### config.mk
export PLATFORM = sky130hd
export DESIGN_NAME = scan_buf_ctrl
export DESIGN_NICKNAME = d
export VERILOG_FILES = /design/src/rtl/scan_buf_ctrl.sv
export SDC_FILE = /design/constraint.sdc
export NUM_CORES = 1
export LEC_CHECK = 0
export BUFFER_PORTS_ARGS = -buffer_cell sky130_fd_sc_hd__clkbuf_2
export CAP_MARGIN = 5
export CELL_PAD_IN_SITES_DETAIL_PLACEMENT = 0
export CELL_PAD_IN_SITES_GLOBAL_PLACEMENT = 2
export CORE_MARGIN = 2
export CORE_UTILIZATION = 30
export CTS_CLUSTER_DIAMETER = 120
export DETAILED_ROUTE_END_ITERATION = 10
export PLACE_DENSITY = 0.83
export SLEW_MARGIN = 20
export SYNTH_ARGS = -nofsm -noshare
export SYNTH_HDL_FRONTEND = slang
export SYNTH_SLANG_ARGS = --single-unit
export TNS_END_PERCENT = 100
### constraint.sdc
create_clock -name clk -period 2.4 [get_ports clk]
set_clock_uncertainty 0.2 [all_clocks]
set_input_delay 0.24 -clock clk [delete_from_list [all_inputs] [get_ports clk]]
set_output_delay 0.24 -clock clk [all_outputs]
set_load 0.05 [all_outputs]
### src/rtl/scan_buf_ctrl.sv
// scan_buf_ctrl: round-robin sequencer between a write word source and a read host in front of
// a serial-in/parallel-out 256 B buffer. Optional watchdog enabled by SCAN_BUF_WDT_EN.
module scan_buf_ctrl #(
  parameter int unsigned DEPTH_WORDS = 64,
  parameter int unsigned WORD_W      = 32
`ifdef SCAN_BUF_WDT_EN
  , parameter int unsigned TIMEOUT_CYC = 200
`endif
) (
  input  logic              clk,
  input  logic              reset_n,
  input  logic              wr_val,
  input  logic [WORD_W-1:0] wr_data,
  output logic              wr_rdy,
  input  logic              rd_val,
  output logic              rd_rdy,
  output logic              rd_resp_val,
  output logic [WORD_W-1:0] rd_resp_data,
  output logic              buf_val_op,
  output logic              buf_op,
  output logic              buf_sin,
  input  logic              buf_op_ack,
  input  logic              buf_op_commit,
  input  logic [WORD_W-1:0] buf_pout,
  output logic [6:0]        count,
  output logic              full,
  output logic              empty,
  output logic              busy,
  output logic              err
);

  localparam int unsigned CNT_W = $clog2(WORD_W);
  localparam logic [6:0] DEPTH_C = 7'(DEPTH_WORDS);
  localparam logic [CNT_W-1:0] LAST_BIT_C = CNT_W'(WORD_W - 1);

  typedef enum logic [2:0] {
    S_IDLE   = 3'd0,
    S_REQ    = 3'd1,
    S_SHIFT  = 3'd2,
    S_COMMIT = 3'd3,
    S_RESP   = 3'd4
  } state_e;

  state_e            state_q;
  logic              op_q;
  logic              last_rd_q;
  logic              val_op_q;
  logic              sin_q;
  logic [WORD_W-1:0] shr_q;
  logic [CNT_W-1:0]  bit_cnt_q;
  logic [6:0]        count_q;
  logic              resp_val_q;
  logic [WORD_W-1:0] resp_data_q;

  logic wr_elig_s;
  logic rd_elig_s;
  logic grant_wr_s;
  logic grant_rd_s;

`ifdef SCAN_BUF_WDT_EN
  localparam logic [7:0] WDT_LAST_C = 8'(TIMEOUT_CYC - 1);
  logic [7:0] wdt_q;
  logic       err_q;
`endif

  // Round-robin grant: on contention the side not served last wins.
  always_comb begin
    wr_elig_s  = 1'b0;
    rd_elig_s  = 1'b0;
    grant_wr_s = 1'b0;
    grant_rd_s = 1'b0;
    if (state_q == S_IDLE) begin
      wr_elig_s  = wr_val && (count_q != DEPTH_C);
      rd_elig_s  = rd_val && (count_q != 7'd0);
      grant_wr_s = wr_elig_s && (!rd_elig_s || last_rd_q);
      grant_rd_s = rd_elig_s && (!wr_elig_s || !last_rd_q);
    end else begin
      grant_wr_s = 1'b0;
      grant_rd_s = 1'b0;
    end
  end

  // Sequencer: one buffer operation in flight, outputs registered.
  always_ff @(posedge clk or negedge reset_n) begin
    if (!reset_n) begin
      state_q     <= S_IDLE;
      op_q        <= 1'b0;
      last_rd_q   <= 1'b1;
      val_op_q    <= 1'b0;
      sin_q       <= 1'b0;
      shr_q       <= '0;
      bit_cnt_q   <= '0;
      count_q     <= 7'd0;
      resp_val_q  <= 1'b0;
      resp_data_q <= '0;
`ifdef SCAN_BUF_WDT_EN
      wdt_q       <= 8'd0;
      err_q       <= 1'b0;
`endif
    end else begin
      case (state_q)
        S_IDLE: begin
          if (grant_wr_s) begin
            op_q      <= 1'b0;
            shr_q     <= wr_data;
            last_rd_q <= 1'b0;
            val_op_q  <= 1'b1;
            state_q   <= S_REQ;
          end else if (grant_rd_s) begin
            op_q      <= 1'b1;
            last_rd_q <= 1'b1;
            val_op_q  <= 1'b1;
            state_q   <= S_REQ;
          end
`ifdef SCAN_BUF_WDT_EN
          wdt_q <= 8'd0;
`endif
        end
        S_REQ: begin
          if (buf_op_ack) begin
            val_op_q <= 1'b0;
`ifdef SCAN_BUF_WDT_EN
            wdt_q    <= 8'd0;
`endif
            if (!op_q) begin
              // First serial bit is presented in the first SHIFT cycle.
              sin_q     <= shr_q[0];
              shr_q     <= {1'b0, shr_q[WORD_W-1:1]};
              bit_cnt_q <= '0;
              state_q   <= S_SHIFT;
            end else begin
              state_q <= S_COMMIT;
            end
          end
`ifdef SCAN_BUF_WDT_EN
          else if (wdt_q == WDT_LAST_C) begin
            err_q    <= 1'b1;
            val_op_q <= 1'b0;
            state_q  <= S_IDLE;
          end else begin
            wdt_q <= wdt_q + 8'd1;
          end
`endif
        end
        S_SHIFT: begin
          if (bit_cnt_q == LAST_BIT_C) begin
            sin_q   <= 1'b0;
            state_q <= S_COMMIT;
          end else begin
            sin_q     <= shr_q[0];
            shr_q     <= {1'b0, shr_q[WORD_W-1:1]};
            bit_cnt_q <= bit_cnt_q + {{(CNT_W-1){1'b0}}, 1'b1};
          end
        end
        S_COMMIT: begin
          if (buf_op_commit) begin
            if (!op_q) begin
              count_q <= count_q + 7'd1;
              state_q <= S_IDLE;
            end else begin
              resp_data_q <= buf_pout;
              resp_val_q  <= 1'b1;
              count_q     <= count_q - 7'd1;
              state_q     <= S_RESP;
            end
          end
`ifdef SCAN_BUF_WDT_EN
          else if (wdt_q == WDT_LAST_C) begin
            err_q   <= 1'b1;
            state_q <= S_IDLE;
          end else begin
            wdt_q <= wdt_q + 8'd1;
          end
`endif
        end
        S_RESP: begin
          resp_val_q <= 1'b0;
          state_q    <= S_IDLE;
        end
        default: begin
          val_op_q   <= 1'b0;
          sin_q      <= 1'b0;
          resp_val_q <= 1'b0;
          state_q    <= S_IDLE;
        end
      endcase
    end
  end

  assign wr_rdy       = grant_wr_s;
  assign rd_rdy       = grant_rd_s;
  assign rd_resp_val  = resp_val_q;
  assign rd_resp_data = resp_data_q;
  assign buf_val_op   = val_op_q;
  assign buf_op       = op_q;
  assign buf_sin      = sin_q;
  assign count        = count_q;
  assign full         = (count_q == DEPTH_C);
  assign empty        = (count_q == 7'd0);
  assign busy         = (state_q != S_IDLE);
`ifdef SCAN_BUF_WDT_EN
  assign err          = err_q;
`else
  assign err          = 1'b0;
`endif

endmodule

==> results.sh <==
export IMPL_grt_pass1_vias=3181
export IMPL_worstPathArrival_ns=2.36
export IMPL_clock_sinks=84
export IMPL_end_kind="register"
export IMPL_gp_congestion=0.7860
export IMPL_p_leak_nw=2.739
export IMPL_finalHoldViolCount=0
export IMPL_slew_viol_final=0
export IMPL_cts_buffers=9
export IMPL_startpoint_type="register"
export IMPL_hp_class="in -> reg"
export IMPL_cts_root_buffer="clkbuf_16"
export IMPL_cp_slowest_cell="dfrtp_2"
export IMPL_worst_path_buf_inv=3
export IMPL_top_level_ports=119
export IMPL_nets=566
export IMPL_grt_usage_pct=13.42
export IMPL_hold_ws_ns=0.02692
export IMPL_dp_hpwl_um=6320
export IMPL_setup_slack_ns=0.06227
export IMPL_finalInstanceArea_um2=5761
export IMPL_grt_max_degree=40
export IMPL_antenna_found_initial=0
export IMPL_cts_buffer_depth=2
export IMPL_rows=42
export IMPL_yosysSeqAreaShare_pct=51.95
export IMPL_final_util_pct=43.67
export IMPL_gr_total_overflow=0
export IMPL_synth_seq_cells=84
export IMPL_synth_area_leaders="dfrtp_1, mux2_2, ha_1"
export IMPL_core_um2=13190
export IMPL_r2r_worst_path_cells=8
export IMPL_antennaDiodeCount=0
export IMPL_crit_fanout=8
export IMPL_dpl_instance_area_um2=5019
export IMPL_worstSkewPairLatency_ns=0.34
export IMPL_synth_area_per_cell_um2=12.73
export IMPL_synth_ff_type="dfrtp_1"
export IMPL_status="finished clean"
export IMPL_peakVddDrop_mv=0.8619
export IMPL_die_h_um=120.2
export IMPL_synthCells=318
export IMPL_routed_wl_um=9451
export IMPL_wire_per_inst_um=14.13
export IMPL_ant_nets=0
export IMPL_tns_ns=0
export IMPL_synth_cell_types=49
export IMPL_highest_layer="met4"
export IMPL_setup_viol=0
export IMPL_die_x_um=120.2
export IMPL_cellPowerDensity_nw_per_um2=1691
export IMPL_syn_num_nets=396
export IMPL_timing_final_crit_share_pct=97.41
export IMPL_syn_to_final_growth_pct=42.27
export IMPL_drt_first_pass_iters=4
export IMPL_num_vias=3009
export IMPL_synth_async_sr_flop_share_pct=100.0
export IMPL_dr_wl_met3_um=547
export IMPL_max_slew_margin_pct=64.26
export IMPL_required_ns=2.42
export IMPL_place_ws_ns=0.03921
export IMPL_crit_family="simple AND/OR/NAND/NOR gates"
export IMPL_netlist_area_um2=4049
export IMPL_cpPeakStageDelay_ns=0.44
export IMPL_crit_chain="nor4_4 > nand3b_1 > clkinvlp_4 > o21ai_4 > a211oi_4 > buf_4 > clkbuf_16 > mux2_2"
export IMPL_numPortBuffers=117
export IMPL_drtIter0Drc=67
export IMPL_min_path_cells=3
export IMPL_drcViolationCount=0
export IMPL_met1Wirelength_um=4234
export IMPL_grt_pass1_wl_um=15350
export IMPL_drive_gt1_share_pct=54.56
export IMPL_cts_tree="built"
export IMPL_crit_cells=8
export IMPL_fmax_mhz=427.8
export IMPL_rsz0062_at_grt="true"
export IMPL_tightest_slew_ns=0.5361
export IMPL_yosysWarnings=0
export IMPL_wl_met2_um=4514
export IMPL_clkTransAtPathRegs_ns=0.06
export IMPL_initial_utilization_pct=30.70
export IMPL_maxCapViolCount=0
export IMPL_die_area_um2=14440
export IMPL_finalCriticalPeriod_ns=2.338
export IMPL_yosysTopAreaCellShare_pct=51.30
export IMPL_synth_edff_count=0
export IMPL_cts_max_level=3
export IMPL_synth_top_cell_by_area="dfrtp_1"
export IMPL_vias_per_cell=4.498
export IMPL_worst_setup_path_type="reg -> reg"
[cell usage in the layout (no fill, tap or decap), drive strengths merged, types with 2 or more instances in the layout]
master,netlist,final
clkbuf,8,128
mux2,94,94
dfrtp,83,83
dlygate4sd3,0,34
buf,9,25
nor2,16,16
a21oi,14,14
inv,13,13
nand2,12,12
o21ai,9,9
ha,7,7
xnor2,4,4
xor2,4,4
nor3,3,3
nand2b,3,3
a22o,3,3
and3,2,2
clkinvlp,0,2
nand3,2,2
nor2b,2,2
mux2i,2,2
o31ai,2,2
a211o,2,2
o22a,2,2
nor4,2,2
a211oi,2,2
clkinv,0,2
[synth_stat cells, types with 2 or more instances]
cell / number
a211o_1: 2
a21oi_1: 14
a22o_1: 3
and3_1: 2
buf_1: 3
buf_2: 2
buf_6: 3
clkbuf_1: 8
dfrtp_1: 83
ha_1: 7
inv_1: 13
mux2_2: 93
mux2i_1: 2
nand2_1: 12
nand2b_1: 3
nand3_1: 2
nor2_1: 16
nor2b_1: 2
nor3_1: 3
o21ai_0: 8
o22a_1: 2
o31ai_1: 2
xnor2_1: 4
xor2_1: 4
[metal layers]
metal | up-vias | GRT usage, %
met3 | 12 | 4.104
met4 | 0 | 5.368
met1 | 1445 | 16.33
li1 | 1463 | -
met5 | - | 0
met2 | 89 | 22.19
[kinds of logic after synthesis]
kind of cell | Yosys count | share of synthesized area [%]
multiplexers | 96 | 26.64
flip-flops | 84 | 51.95
AND/OR/NAND/NOR | 51 | 6.675
AO/OA/AOI/OAI | 40 | 6.768
buffers and inverters | 30 | 3.492
adder cells (fa/ha/maj) | 8 | 2.658
XOR/XNOR | 8 | 1.730
other | 1 | 0.09262
[worst min-delay path: stages]
cell and delay (ns):
clkbuf_2 0.12, nand3_1 0.11, a21oi_1 0.08
[final cells by class]
cell class | count | area, um^2
Sequential cell | 84 | 2110
Multi-Input combinational cell | 204 | 1892
Fill cell | 1240 | 7430
Clock inverter | 5 | 60.06
Timing Repair Buffer | 176 | 1184
Tap cell | 176 | 220.2
Clock buffer | 11 | 242.7
Inverter | 13 | 52.55
[path summary, 6_finish.rpt]
kind                            startpoint                to  slack (ns)
worst max-delay path              count[2]          shr_q[6]        0.06
worst min-delay path                rd_val         last_rd_q        0.03
worst max register to register    count[2]          shr_q[6]        0.06
worst min register to register   shr_q[20]         shr_q[20]        0.29
max in group asynchronous          reset_n  rd_resp_data[20]        1.19
min in group asynchronous          reset_n        state_q[1]        0.23
[timing repair]
item                                    in CTS  in global routing
pin swaps                                    0                  3
endpoints found under the setup margin       1                 34
gates resized for setup                      3                  2
gates cloned                                 0                  2
setup buffers                                0                  6
hold buffers                                34                  0
endpoints found under the hold margin       68                  0
[report_power, final]
group          switching, mW  internal (mW)
clock network          0.577          0.839
registers              0.458           2.17
logic                   3.11           2.59
[flip-flops by register name (all words and copies together) (netlist names)]
name,flops
count,7
bit_cnt_q,5
state_q,3
rd_resp_data,32
shr_q,32
buf_val_op,1
rd_resp_val,1
buf_op,1
buf_sin,1
last_rd_q,1
[per-stage QoR]
stage	total power [mW]	std cells
final	9.741	669
after global routing	10.39	669
after CTS	9.605	661
after detailed placement	8.085	611
after global placement	7.963	611
after floorplan	6.892	318
Note: power is estimated with default switching activity, not from simulation.
